===== src/rtl/simmem_release_scheduler.sv =====
// Per-ID release-enable scheduler for the simulated memory controller (read data / write response).
// Optional feature macro SIMMEM_RELEASER_WDATA_GATE_EN: write countdown starts only after the last write-data beat.
module simmem_release_scheduler #(
    parameter int unsigned IDWidth       = 4,
    parameter int unsigned CounterWidth  = 8,
    parameter int unsigned BurstLenWidth = 8,
    parameter int unsigned ReadSlots     = 8,
    parameter int unsigned WriteSlots    = 8
) (
    input  logic                                clk_i,
    input  logic                                rst_ni,
    input  logic                                rd_addr_valid_i,
    input  logic                                rd_addr_ready_i,
    input  logic [IDWidth-1:0]                  rd_addr_id_i,
    input  logic [BurstLenWidth-1:0]            rd_addr_len_i,
    input  logic                                wr_addr_valid_i,
    input  logic                                wr_addr_ready_i,
    input  logic [IDWidth-1:0]                  wr_addr_id_i,
    input  logic                                wr_data_valid_i,
    input  logic                                wr_data_ready_i,
    input  logic                                wr_data_last_i,
    input  logic                                rd_data_valid_i,
    input  logic                                rd_data_ready_i,
    input  logic [IDWidth-1:0]                  rd_data_id_i,
    input  logic                                wr_resp_valid_i,
    input  logic                                wr_resp_ready_i,
    input  logic [IDWidth-1:0]                  wr_resp_id_i,
    input  logic [CounterWidth-1:0]             rd_delay_i,
    input  logic [CounterWidth-1:0]             wr_delay_i,
    output logic                                rd_slot_avail_o,
    output logic                                wr_slot_avail_o,
    output logic [1:0][2**IDWidth-1:0]          release_en_o,
    output logic                                error_o
);
    localparam int unsigned NumIds  = 2 ** IDWidth;
    localparam int unsigned RdIdxW  = $clog2(ReadSlots);
    localparam int unsigned WrIdxW  = $clog2(WriteSlots);
    localparam int unsigned BeatW   = BurstLenWidth + 1;
    localparam int unsigned CreditW = $clog2(WriteSlots + 1);

    typedef enum logic [1:0] {
        SLOT_FREE      = 2'd0,
        SLOT_WAIT_DATA = 2'd1,
        SLOT_COUNTING  = 2'd2
    } slot_state_e;

    // DONE is a COUNTING slot whose counter has reached zero.
    function automatic logic slot_done(input slot_state_e st, input logic [CounterWidth-1:0] cnt);
        return (st == SLOT_COUNTING) && (cnt == CounterWidth'(0));
    endfunction

    slot_state_e             rd_state_q [ReadSlots];
    slot_state_e             rd_state_d [ReadSlots];
    logic [IDWidth-1:0]      rd_id_q    [ReadSlots];
    logic [IDWidth-1:0]      rd_id_d    [ReadSlots];
    logic [CounterWidth-1:0] rd_cnt_q   [ReadSlots];
    logic [CounterWidth-1:0] rd_cnt_d   [ReadSlots];
    logic [BeatW-1:0]        rd_beats_q [ReadSlots];
    logic [BeatW-1:0]        rd_beats_d [ReadSlots];

    slot_state_e             wr_state_q [WriteSlots];
    slot_state_e             wr_state_d [WriteSlots];
    logic [IDWidth-1:0]      wr_id_q    [WriteSlots];
    logic [IDWidth-1:0]      wr_id_d    [WriteSlots];
    logic [CounterWidth-1:0] wr_cnt_q   [WriteSlots];
    logic [CounterWidth-1:0] wr_cnt_d   [WriteSlots];

    logic [1:0][NumIds-1:0]  release_q, release_d;
    logic                    rd_avail_q, rd_avail_d;
    logic                    wr_avail_q, wr_avail_d;
    logic                    error_q, error_d;

    logic                    rd_alloc_hs_s, rd_beat_hs_s, rd_alloc_ok_s, rd_beat_ok_s, rd_err_s;
    logic                    rd_free_found_s, rd_done_found_s;
    logic [RdIdxW-1:0]       rd_free_idx_s, rd_done_idx_s;
    logic                    wr_alloc_hs_s, wr_resp_hs_s, wr_alloc_ok_s, wr_resp_ok_s, wr_err_s;
    logic                    wr_free_found_s, wr_done_found_s;
    logic [WrIdxW-1:0]       wr_free_idx_s, wr_done_idx_s;
    logic                    wr_pop_s, wr_alloc_direct_s, wr_gate_err_s;
    logic [WrIdxW-1:0]       wr_fifo_head_s;

    // Read pool: lowest-index searches over registered state, then per-slot update.
    always_comb begin
        rd_state_d      = rd_state_q;
        rd_id_d         = rd_id_q;
        rd_cnt_d        = rd_cnt_q;
        rd_beats_d      = rd_beats_q;
        rd_alloc_hs_s   = rd_addr_valid_i & rd_addr_ready_i;
        rd_beat_hs_s    = rd_data_valid_i & rd_data_ready_i;
        rd_free_found_s = 1'b0;
        rd_free_idx_s   = '0;
        rd_done_found_s = 1'b0;
        rd_done_idx_s   = '0;
        for (int i = 0; i < ReadSlots; i++) begin
            rd_free_idx_s   = (!rd_free_found_s && rd_state_q[i] == SLOT_FREE) ? RdIdxW'(i) : rd_free_idx_s;
            rd_free_found_s = rd_free_found_s | (rd_state_q[i] == SLOT_FREE);
            rd_done_idx_s   = (!rd_done_found_s && slot_done(rd_state_q[i], rd_cnt_q[i]) &&
                               rd_id_q[i] == rd_data_id_i) ? RdIdxW'(i) : rd_done_idx_s;
            rd_done_found_s = rd_done_found_s |
                              (slot_done(rd_state_q[i], rd_cnt_q[i]) && rd_id_q[i] == rd_data_id_i);
        end
        rd_alloc_ok_s = rd_alloc_hs_s & rd_free_found_s;
        rd_beat_ok_s  = rd_beat_hs_s & rd_done_found_s;
        rd_err_s      = (rd_alloc_hs_s & ~rd_free_found_s) | (rd_beat_hs_s & ~rd_done_found_s);
        for (int i = 0; i < ReadSlots; i++) begin
            if (rd_alloc_ok_s && rd_free_idx_s == RdIdxW'(i)) begin
                rd_state_d[i] = SLOT_COUNTING;
                rd_id_d[i]    = rd_addr_id_i;
                rd_cnt_d[i]   = rd_delay_i;
                rd_beats_d[i] = BeatW'(rd_addr_len_i) + BeatW'(1);
            end else if (rd_beat_ok_s && rd_done_idx_s == RdIdxW'(i)) begin
                rd_beats_d[i] = rd_beats_q[i] - BeatW'(1);
                rd_state_d[i] = (rd_beats_q[i] == BeatW'(1)) ? SLOT_FREE : SLOT_COUNTING;
            end else if (rd_state_q[i] == SLOT_COUNTING && rd_cnt_q[i] != CounterWidth'(0)) begin
                rd_cnt_d[i] = rd_cnt_q[i] - CounterWidth'(1);
            end else begin
                rd_cnt_d[i] = rd_cnt_q[i];
            end
        end
    end

    // Write pool: same structure; allocation may park a slot in WAIT_DATA when gating is built in.
    always_comb begin
        wr_state_d      = wr_state_q;
        wr_id_d         = wr_id_q;
        wr_cnt_d        = wr_cnt_q;
        wr_alloc_hs_s   = wr_addr_valid_i & wr_addr_ready_i;
        wr_resp_hs_s    = wr_resp_valid_i & wr_resp_ready_i;
        wr_free_found_s = 1'b0;
        wr_free_idx_s   = '0;
        wr_done_found_s = 1'b0;
        wr_done_idx_s   = '0;
        for (int i = 0; i < WriteSlots; i++) begin
            wr_free_idx_s   = (!wr_free_found_s && wr_state_q[i] == SLOT_FREE) ? WrIdxW'(i) : wr_free_idx_s;
            wr_free_found_s = wr_free_found_s | (wr_state_q[i] == SLOT_FREE);
            wr_done_idx_s   = (!wr_done_found_s && slot_done(wr_state_q[i], wr_cnt_q[i]) &&
                               wr_id_q[i] == wr_resp_id_i) ? WrIdxW'(i) : wr_done_idx_s;
            wr_done_found_s = wr_done_found_s |
                              (slot_done(wr_state_q[i], wr_cnt_q[i]) && wr_id_q[i] == wr_resp_id_i);
        end
        wr_alloc_ok_s = wr_alloc_hs_s & wr_free_found_s;
        wr_resp_ok_s  = wr_resp_hs_s & wr_done_found_s;
        wr_err_s      = (wr_alloc_hs_s & ~wr_free_found_s) | (wr_resp_hs_s & ~wr_done_found_s);
        for (int i = 0; i < WriteSlots; i++) begin
            if (wr_alloc_ok_s && wr_free_idx_s == WrIdxW'(i)) begin
                wr_state_d[i] = wr_alloc_direct_s ? SLOT_COUNTING : SLOT_WAIT_DATA;
                wr_id_d[i]    = wr_addr_id_i;
                wr_cnt_d[i]   = wr_delay_i;
            end else if (wr_resp_ok_s && wr_done_idx_s == WrIdxW'(i)) begin
                wr_state_d[i] = SLOT_FREE;
            end else if (wr_pop_s && wr_fifo_head_s == WrIdxW'(i)) begin
                wr_state_d[i] = SLOT_COUNTING;
            end else if (wr_state_q[i] == SLOT_COUNTING && wr_cnt_q[i] != CounterWidth'(0)) begin
                wr_cnt_d[i] = wr_cnt_q[i] - CounterWidth'(1);
            end else begin
                wr_cnt_d[i] = wr_cnt_q[i];
            end
        end
    end

`ifdef SIMMEM_RELEASER_WDATA_GATE_EN
    logic [WrIdxW-1:0]  fifo_mem_q [WriteSlots];
    logic [WrIdxW-1:0]  fifo_rd_ptr_q, fifo_rd_ptr_d, fifo_wr_ptr_q, fifo_wr_ptr_d;
    logic [CreditW-1:0] fifo_cnt_q, fifo_cnt_d, credit_q, credit_d;
    logic               wlast_hs_s, wlast_unmatched_s, fifo_push_s;

    function automatic logic [WrIdxW-1:0] ptr_inc(input logic [WrIdxW-1:0] p);
        return (p == WrIdxW'(WriteSlots - 1)) ? WrIdxW'(0) : p + WrIdxW'(1);
    endfunction

    // Order FIFO pairs last beats with waiting slots; early last beats become credits.
    always_comb begin
        wlast_hs_s        = wr_data_valid_i & wr_data_ready_i & wr_data_last_i;
        wr_pop_s          = wlast_hs_s & (fifo_cnt_q != CreditW'(0));
        wlast_unmatched_s = wlast_hs_s & (fifo_cnt_q == CreditW'(0));
        wr_fifo_head_s    = fifo_mem_q[fifo_rd_ptr_q];
        wr_alloc_direct_s = wlast_unmatched_s | (credit_q != CreditW'(0));
        fifo_push_s       = wr_alloc_ok_s & ~wr_alloc_direct_s;
        wr_gate_err_s     = 1'b0;
        credit_d          = credit_q;
        if (wr_alloc_ok_s) begin
            credit_d = (!wlast_unmatched_s && credit_q != CreditW'(0)) ? credit_q - CreditW'(1) : credit_q;
        end else if (wlast_unmatched_s) begin
            if (credit_q == CreditW'(WriteSlots)) begin
                wr_gate_err_s = 1'b1;
            end else begin
                credit_d = credit_q + CreditW'(1);
            end
        end else begin
            credit_d = credit_q;
        end
        fifo_wr_ptr_d = fifo_push_s ? ptr_inc(fifo_wr_ptr_q) : fifo_wr_ptr_q;
        fifo_rd_ptr_d = wr_pop_s ? ptr_inc(fifo_rd_ptr_q) : fifo_rd_ptr_q;
        fifo_cnt_d    = fifo_cnt_q + CreditW'(fifo_push_s) - CreditW'(wr_pop_s);
    end

    // Order FIFO storage, pointers and credit counter.
    always_ff @(posedge clk_i or negedge rst_ni) begin
        if (!rst_ni) begin
            for (int i = 0; i < WriteSlots; i++) begin
                fifo_mem_q[i] <= '0;
            end
            fifo_rd_ptr_q <= '0;
            fifo_wr_ptr_q <= '0;
            fifo_cnt_q    <= '0;
            credit_q      <= '0;
        end else begin
            if (fifo_push_s) begin
                fifo_mem_q[fifo_wr_ptr_q] <= wr_free_idx_s;
            end
            fifo_rd_ptr_q <= fifo_rd_ptr_d;
            fifo_wr_ptr_q <= fifo_wr_ptr_d;
            fifo_cnt_q    <= fifo_cnt_d;
            credit_q      <= credit_d;
        end
    end
`else
    logic unused_wdata_s;
    assign unused_wdata_s    = wr_data_valid_i ^ wr_data_ready_i ^ wr_data_last_i;
    assign wr_pop_s          = 1'b0;
    assign wr_alloc_direct_s = 1'b1;
    assign wr_gate_err_s     = 1'b0;
    assign wr_fifo_head_s    = '0;
`endif

    // Output decode from next state so the registered outputs track slot state exactly.
    always_comb begin
        release_d  = '0;
        rd_avail_d = 1'b0;
        wr_avail_d = 1'b0;
        for (int i = 0; i < ReadSlots; i++) begin
            release_d[0] = release_d[0] |
                           (slot_done(rd_state_d[i], rd_cnt_d[i]) ? (NumIds'(1) << rd_id_d[i]) : NumIds'(0));
            rd_avail_d   = rd_avail_d | (rd_state_d[i] == SLOT_FREE);
        end
        for (int i = 0; i < WriteSlots; i++) begin
            release_d[1] = release_d[1] |
                           (slot_done(wr_state_d[i], wr_cnt_d[i]) ? (NumIds'(1) << wr_id_d[i]) : NumIds'(0));
            wr_avail_d   = wr_avail_d | (wr_state_d[i] == SLOT_FREE);
        end
        error_d = error_q | rd_err_s | wr_err_s | wr_gate_err_s;
    end

    // Slot registers for both pools plus the registered outputs.
    always_ff @(posedge clk_i or negedge rst_ni) begin
        if (!rst_ni) begin
            for (int i = 0; i < ReadSlots; i++) begin
                rd_state_q[i] <= SLOT_FREE;
                rd_id_q[i]    <= '0;
                rd_cnt_q[i]   <= '0;
                rd_beats_q[i] <= '0;
            end
            for (int i = 0; i < WriteSlots; i++) begin
                wr_state_q[i] <= SLOT_FREE;
                wr_id_q[i]    <= '0;
                wr_cnt_q[i]   <= '0;
            end
            release_q  <= '0;
            rd_avail_q <= 1'b1;
            wr_avail_q <= 1'b1;
            error_q    <= 1'b0;
        end else begin
            rd_state_q <= rd_state_d;
            rd_id_q    <= rd_id_d;
            rd_cnt_q   <= rd_cnt_d;
            rd_beats_q <= rd_beats_d;
            wr_state_q <= wr_state_d;
            wr_id_q    <= wr_id_d;
            wr_cnt_q   <= wr_cnt_d;
            release_q  <= release_d;
            rd_avail_q <= rd_avail_d;
            wr_avail_q <= wr_avail_d;
            error_q    <= error_d;
        end
    end

    assign release_en_o    = release_q;
    assign rd_slot_avail_o = rd_avail_q;
    assign wr_slot_avail_o = wr_avail_q;
    assign error_o         = error_q;

endmodule


===== config.mk =====
export PLATFORM = sky130hd
export DESIGN_NAME = simmem_release_scheduler
export DESIGN_NICKNAME = d
export VERILOG_FILES = /design/src/rtl/simmem_release_scheduler.sv
export SDC_FILE = /design/constraint.sdc
export NUM_CORES = 1
export LEC_CHECK = 0
export ABC_CLOCK_PERIOD_IN_PS = 3500
export CORE_MARGIN = 2
export CORE_UTILIZATION = 26
export DETAILED_ROUTE_END_ITERATION = 10
export SKIP_CTS_REPAIR_TIMING = 1
export SYNTH_ARGS = -nofsm -noshare
export SYNTH_HDL_FRONTEND = slang
export SYNTH_SLANG_ARGS = --single-unit

===== constraint.sdc =====
create_clock -name clk_i -period 3.5 [get_ports clk_i]
set_input_delay 0.7 -clock clk_i [delete_from_list [all_inputs] [get_ports clk_i]]
set_output_delay 0.7 -clock clk_i [all_outputs]
set_load 0.005 [all_outputs]

==> results of run 1 <==
power by group through the flow:
stage | sequential, uW | combinational, uW | clock [uW]
floorplan | 6470 | 6800 | 0
global placement | 7030 | 10400 | 0
detailed placement | 7060 | 10500 | 0
CTS | 7020 | 10600 | 4960
global route | 7310 | 11900 | 5110
finish | 7100 | 10800 | 4840
state kept, by name (all words and copies together), names as in the netlist, 16 cells and up:
name and cells:
rd_beats_q 72, rd_cnt_q 64, rd_state_q 16, wr_cnt_q 64, wr_state_q 16, rd_id_q 32, release_en_o 32, wr_id_q 32
worst min path at each step:
| stage | slack, ps | end |
|---|---|---|
| after global routing | 10 | rd_id_q[30] |
| after CTS | -20 | rd_id_q[31] |
| after global placement | 460 | wr_state_q[14] |
| after floorplan | 400 | error_o |
| final | 7 | rd_id_q[31] |
| after detailed placement | 460 | wr_state_q[2] |
cell families (layout without fill, tap and decap cells):
family / Yosys count / count (layout) / synth area share, %
and+or+nand+nor: 1394 / 1394 / 30.7
DFF: 331 / 331 / 34.8
adders and majority gates: 45 / 45 / 2.36
buffers and inverters: 291 / 791 / 4.92
muxes: 75 / 75 / 3.29
AOI/OAI and AO/OA: 608 / 608 / 17.0
xor gates and xnor gates: 189 / 189 / 6.95
cells in the mapped netlist (22+ instances only):
library cell  instances
mux2i_1              50
clkbuf_1            130
inv_1               109
a31oi_1              33
or4_1                29
and3_1               29
nor3b_1              30
a21oi_1             113
xor2_1               83
nand2_1             387
a32oi_1              22
o211ai_1             25
ha_1                 45
nor3_1              123
nand2b_1             33
or3_1                36
nand3_1             102
nand3b_1             38
mux2_2               24
dfrtp_1             329
nor2b_1              27
nand4_1              54
nor4_1               60
o21a_1               22
nor2_1              296
buf_2                33
o21ai_0             184
xnor2_1             106
worst max-delay path: cells and delay by family, from the launching register on:
family	cells	cell delay [ps]
flip-flops	1	370
XOR/XNOR	1	180
AND/OR/NAND/NOR	3	1060
AO/OA/AOI/OAI	5	860
adder cells (fa/ha/maj)	1	160
buffers and inverters	5	690
through the flow:
| step | power (uW) | utilization, % |
|---|---|---|
| after CTS | 22600 | 34.0 |
| after global placement | 17400 | 32.4 |
| final | 22700 | 34.3 |
| after floorplan | 13300 | - |
| after detailed placement | 17600 | 32.4 |
| after global routing | 24300 | 34.3 |
area by class of cell:
| class | count | area, sq um |
|---|---|---|
| inverters | 111 | 417 |
| multi-input cells | 2311 | 14600 |
| fillers | 9453 | 60000 |
| well taps | 1186 | 1480 |
| flip-flops and latches | 331 | 8290 |
| clock inverters | 15 | 303 |
| clock buffers | 59 | 1230 |
| repair buffers | 606 | 4950 |
per-layer routing:
layer / up-vias / GRT usage, % / wire, um
met4: 0 / 5.78 / 2470
met1: 11600 / 24.7 / 39300
met5: - / 0 / 0
met2: 764 / 30.8 / 41400
met3: 140 / 2.32 / 5090
li1: 11500 / - / -
cell usage in the layout, fill, tap and decap left out, types with 22 or more instances in the layout:
| master | synthesis | final |
|---|---|---|
| or4_1 | 29 | 29 |
| nor2_1 | 296 | 293 |
| nor4_1 | 60 | 56 |
| o21ai_0 | 184 | 183 |
| o211ai_1 | 25 | 25 |
| nor3b_1 | 30 | 29 |
| clkbuf_16 | 0 | 42 |
| o21a_1 | 22 | 22 |
| xnor2_1 | 106 | 106 |
| dfrtp_1 | 329 | 329 |
| inv_1 | 109 | 109 |
| nand3_1 | 102 | 100 |
| nand4_1 | 54 | 54 |
| xor2_1 | 83 | 83 |
| clkdlybuf4s50_1 | 0 | 83 |
| buf_4 | 0 | 507 |
| nor2b_1 | 27 | 27 |
| and3_1 | 29 | 29 |
| ha_1 | 45 | 45 |
| a31oi_1 | 33 | 32 |
| a32oi_1 | 22 | 22 |
| a21oi_1 | 113 | 112 |
| nor3_1 | 123 | 122 |
| nand2_1 | 387 | 387 |
| mux2_2 | 24 | 24 |
| or3_1 | 36 | 36 |
| nand2b_1 | 33 | 33 |
| mux2i_1 | 50 | 50 |
| nand3b_1 | 38 | 38 |
==> summary.txt, run 1 <==
Route
  • DRT iter0 DRCs: 2,119
  • Router iterations before antenna repair: 5
  • Via-per-instance ratio: 5.19
  • Drt wl/cell: approximately 19 um
  • DR vias: 24,000
  • Final WL: slightly below 90,000 um
  • ANT nets after route: 0
  • DRC viols: 0

Place
  • Port buffer count: 84
  • Final HPWL DP: approximately 68,000 um
  • Cell Count Post-Placement: 4,542
  • Placer Congestion: ~0.96
  • DP Area: 29,500 sq um
  • Dpl ws: -664 ps

CTS
  • CTS Root Buffer Type: clkbuf_16
  • Clock slew seen by the registers of the worst setup and hold paths: roughly 50 ps
  • H-tree levels: 2
  • Clk_lat worst skew: 630 ps
  • CTS Buf Count: 42
  • Clock Sinks: ~330
  • Buffer levels on the longest clock path: 3
  • CTS tree: built

Timing
  • Clock skew: 43.9 ps
  • Final Max Tran Viols: 0
  • Final worst path period need: 3390 ps
  • Max Fclk: roughly 300 MHz
  • Setup_tns: 0 ps
  • Final hold vios: 0
  • Worst slew pin tran: 1230 ps
  • Rel. slew slack: 17.6%
  • Crit share post-route: 96.7%
  • Worst Hold Slack: 7.08 ps
  • Setup WS post-layout: 114 ps
  • Setup violators final: 0

Critical path
  • CP most frequent cell: buf_4
  • Crit path kind: register to register
  • Critical Path End Type: register
  • RR Startpoint: wr_cnt_q[56]
  • Worst Setup SP: wr_cnt_q[56]
  • Reg-to-reg endpoint: release_en_o[19]
  • Crit-path cells: inv_1 > ha_1 > buf_4 > nor4b_1 > buf_4 > a21oi_1 > buf_4 > xnor2_1 > o21ai_1 > buf_4 > or2_2 > nor4_1 > a221oi_1 > o2111ai_1 > a211o_1
  • Critical Path Max Stage Delay: 540 ps
  • Crit path required time: 4030 ps
  • Critical Path Source Type: register
  • Crit-path slowest cell: nor4_1
  • Reg2Reg Setup Slack: around 110 ps
  • Worst r2r path cells: 15
  • CP Capture Point: release_en_o[19]
  • Critical path arrival: 3920 ps
  • Crit path max fanout: 3

GRT
  • Pin count of the biggest net entering global routing: 87
  • Antenna violations before repair: 1
  • First-pass GRT wire length: 137,000 um
  • Total GRT Usage: 18.4%
  • Total congestion overflow: 0
  • Number of global-route vias before repair: 23,200

Layout
  • Design Area, Final: 31,300 sq um
  • Layout cells sized above 1: a little over a fifth
  • Final non-filler cell total: 4,619
  • Ant diodes: 0
  • Final net count: between 3,000 and 4,000
  • Area Growth Syn to Fin: 31.2%

Job
  • Max-cap viol count: 0

Logic synthesis
  • Post-synth EDFFs: 0
  • Synth area leaders: dfrtp_1 (35%), nand2_1 (6.1%), nor2_1 (4.7%)
  • Main flop type after synthesis: dfrtp_1
  • Sequential area share after synthesis: 34.8%
  • Yosys cell types: 106
  • Mapped Avg Cell Area: between 8 and 9 sq um
  • Synth area leader: dfrtp_1
  • Ys Warns: 0
  • Flops & latches, synth: 331
  • Post-synth ARST share: 100%
  • Cells after synthesis: about 2,900
  • Post-Syn Area: 23,800 sq um
  • Net Count, Synth: 3,031
  • Top-area cell type share of the netlist area: 34.6%

Power
  • Psw: 9520 uW
  • Int Power: ~13,000 uW
  • Static leakage power: 0.0132 uW
  • Clock share of power: 21.3%
  • Register share of total power: between 30% and 40%
  • Power density cells: 727 nW/um^2
  • VDD IR max: about 0.46 mV
  • Comb pwr share: a little under half
  • Sw frac: 41.9%

Status
  • Status: completed

Hold path
  • Tightest Hold Check Type: input port to asynchronous set/reset pin

Floorplan
  • Die Width: 307 um
  • Die H: 307 um
  • Initial core utilization: 26.1%
  • Total die area: 94,100 sq um
  • # IOs: 88
  • CORE AREA: 91,200 sq um
  • Num rows: 111
Note: power is estimated with default switching activity, not from simulation.
==> run 2, diff against run 1 <==
Settings changed: ABC_AREA from default to 1.
==> summary.txt, run 2 <==
CTS
  • CTS Root Buffer Type: clkbuf_16
  • CTS Buf Count: 41
  • Clock slew seen by the registers of the worst setup and hold paths: 60 ps
  • H-tree levels: 2
  • Buffer levels on the longest clock path: 3
  • CTS tree: built
  • Clk_lat worst skew: 600 ps
  • Clock Sinks: 331

Critical path
  • Critical path arrival: 3740 ps
  • Reg2Reg Setup Slack: 260 ps
  • Crit path required time: roughly 4000 ps
  • RR Startpoint: rd_state_q[12]
  • Crit path kind: input port to register
  • Worst Setup SP: rd_data_id_i[3]
  • Critical Path Source Type: input port
  • Reg-to-reg endpoint: release_en_o[12]
  • Crit path max fanout: 14
  • Critical Path End Type: register
  • Worst r2r path cells: 19

GRT
  • Number of global-route vias before repair: 22,000
  • Layer with the highest usage: met2
  • Met1 Use GR: a little under a quarter
  • Total GRT Usage: between 15 and 20%
  • Met2 Use GR: 25.2%
  • Antenna violations before repair: 2
  • First-pass GRT wire length: 123,000 um
  • Total congestion overflow: 0
  • Pin count of the biggest net entering global routing: 74
  • Met3 Resource Use GR: 2.57%

Logic synthesis
  • Main flop type after synthesis: dfrtp_1
  • Cells after synthesis: 3,468
  • Synth area leader: dfrtp_1
  • Net Count, Synth: 3,566
  • Flops & latches, synth: between 300 and 400
  • Mapped Avg Cell Area: 7.01 sq um
  • Post-Syn Area: 24,300 sq um
  • Post-synth ARST share: 100%
  • Sequential area share after synthesis: 34.1%
  • Synth area leaders: dfrtp_1 (34%), nand2_1 (11%), nor2_1 (9.0%)
  • Yosys cell types: 74
  • Synth top cells by count: nand2_1 (711), nor2_1 (581), inv_1 (392)
  • Ys Warns: 0
  • Count leader, synth: nand2_1
  • Post-synth EDFFs: 0
  • Top-area cell type share of the netlist area: approximately a third

Route
  • Final WL: 78,800 um
  • DRT iter0 DRCs: 2,046
  • DRC viols: 0
  • Router iterations before antenna repair: 6
  • ANT nets after route: 0
  • DR vias: 23,400
  • Via-per-instance ratio: approximately 4.6
  • Drt wl/cell: roughly 16 um

Power
  • Static leakage power: 0.0145 uW
  • Psw: 11,200 uW
  • VDD IR max: between 0.3 and 0.4 mV
  • Register share of total power: between 20 and 30%
  • Power density cells: between 800 and 900 nW/um^2
  • Sw frac: 46.5%
  • Int Power: 12,800 uW
  • Clock share of power: 20.1%
  • Comb pwr share: 52.8%

Hold path
  • Tightest Hold Check Type: input port to asynchronous set/reset pin

Timing
  • Max Fclk: 304 MHz
  • Setup violators final: 0
  • Final worst path period need: 3290 ps
  • Crit share post-route: 94.1%
  • Rel. slew slack: 48.0%
  • Clock skew: between 30 and 40 ps
  • Final Max Tran Viols: 0
  • Worst slew pin tran: 773 ps
  • Final hold vios: 0

Floorplan
  • # IOs: 88
  • Die H: 310 um
  • CORE AREA: 93,000 sq um
  • Total die area: slightly below 100,000 sq um
  • Initial core utilization: a little over a quarter
  • Die Width: between 300 and 400 um
  • Num rows: 112

Status
  • Status: completed

Place
  • Cell Count Post-Placement: around 5,000
  • Final HPWL DP: 61,100 um
  • Port buffer count: 84
  • DP Area: about 28,000 sq um
  • Placer Congestion: 0.924

Job
  • Max-cap viol count: 0

Layout
  • Highest-count cells in the layout ignoring fill and taps: nand2_1 (710), nor2_1 (574), inv_1 (392)
  • Final non-filler cell total: between 5,000 and 6,000
  • Final net count: 3,843
  • Layout cells sized above 1: 15.4%
  • Max reg flops: 72
  • Ant diodes: 0
  • Area Growth Syn to Fin: 22.8%
  • Largest Register: rd_beats_q
  • Commonest non-fill, non-tap cell in the layout: nand2_1
  • Register area: 8290 sq um
  • Largest registers: rd_beats_q: 72 flops, rd_cnt_q: 64 flops, wr_cnt_q: 64 flops
  • Fillers: 9,988
  • Design Area, Final: ~30,000 sq um
  • Footprint of the multi-input gates: 13,800 sq um
==> run 2: cell count changes after synthesis, moves of 68 or more <==
| cell | previous run | this run |
|---|---|---|
| nand4_1 | 54 | 149 |
| nand2_1 | 387 | 711 |
| inv_1 | 109 | 392 |
| nand3_1 | 102 | 257 |
| nor2_1 | 296 | 581 |
| o21ai_1 | 2 | 70 |
| clkbuf_1 | 130 | 22 |
==> run 2: worst max path at each step <==
stage / to / slack [ps] / cells after the start
floorplan: release_en_o[12] / 700 / 19
global placement: release_en_o[9] / -470 / 25
detailed placement: release_en_o[0] / -470 / 18
CTS: release_en_o[0] / 20 / 19
global route: release_en_o[8] / -0.8 / 24
finish: release_en_o[12] / 210 / 21
==> run 2: worst max-delay path: stages <==
cell             delay (ps)
clkdlybuf4s50_1         450
buf_12                  170
xor2_1                  160
a21oi_1                 160
buf_4                   140
nand4_2                 160
buf_4                   220
a41oi_4                 220
buf_4                   170
inv_2                    50
nor2_8                  160
nand2_4                  60
nand2_1                  70
nand3_2                 100
nand4_2                 120
nor2_4                   40
buf_12                  140
nand3_1                  60
nand2_1                  50
nor2_1                  160
nand3_1                 140
==> run 2: area by class of cell <==
class | count | share of cell area [%]
multi-input cells | 2577 | 46.1
flip-flops and latches | 331 | 27.7
repair buffers | 328 | 9.96
inverters | 466 | 5.93
well taps | 1254 | 5.25
clock buffers | 49 | 3.67
clock inverters | 26 | 1.36
==> run 2: cell families after synthesis <==
logic type | after synthesis | synth area share (%)
compound gates | 380 | 9.53
xor+xnor | 163 | 5.90
fa+ha+maj | 45 | 2.31
buf+inv | 560 | 9.77
flops | 331 | 34.1
mux | 22 | 0.910
simple gates | 1967 | 37.5
==> run 2: layer usage <==
metal	routed length (um)	vias up
li1	-	11800
met1	37800	10900
met2	34200	603
met3	4490	141
met4	2320	4
met5	27	-
==> run 2: stage by stage <==
| step | power (uW) | utilization (%) | TNS (ps) | worst slack (ps) | hold slack, ps |
|---|---|---|---|---|---|
| global placement | 18700 | 30.3 | -15320 | -469 | 413 |
| detailed placement | 18900 | 30.3 | -16850 | -474 | 407 |
| floorplan | 15100 | - | 0 | 696 | 404 |
| global route | 26000 | 32.1 | -0.751 | -0.751 | 120 |
| CTS | 23900 | 31.9 | 0 | 17.0 | 81.5 |
| finish | 24000 | 32.1 | 0 | 206 | 97.2 |
==> run 2: power groups by stage <==
stage / Sequential, uW / Combinational [uW] / Clock (uW)
finish: 6490 / 12700 / 4840
global route: 6670 / 14300 / 5060
CTS: 6460 / 12500 / 4930
detailed placement: 6490 / 12400 / 0
global placement: 6500 / 12200 / 0
floorplan: 6190 / 8870 / 0
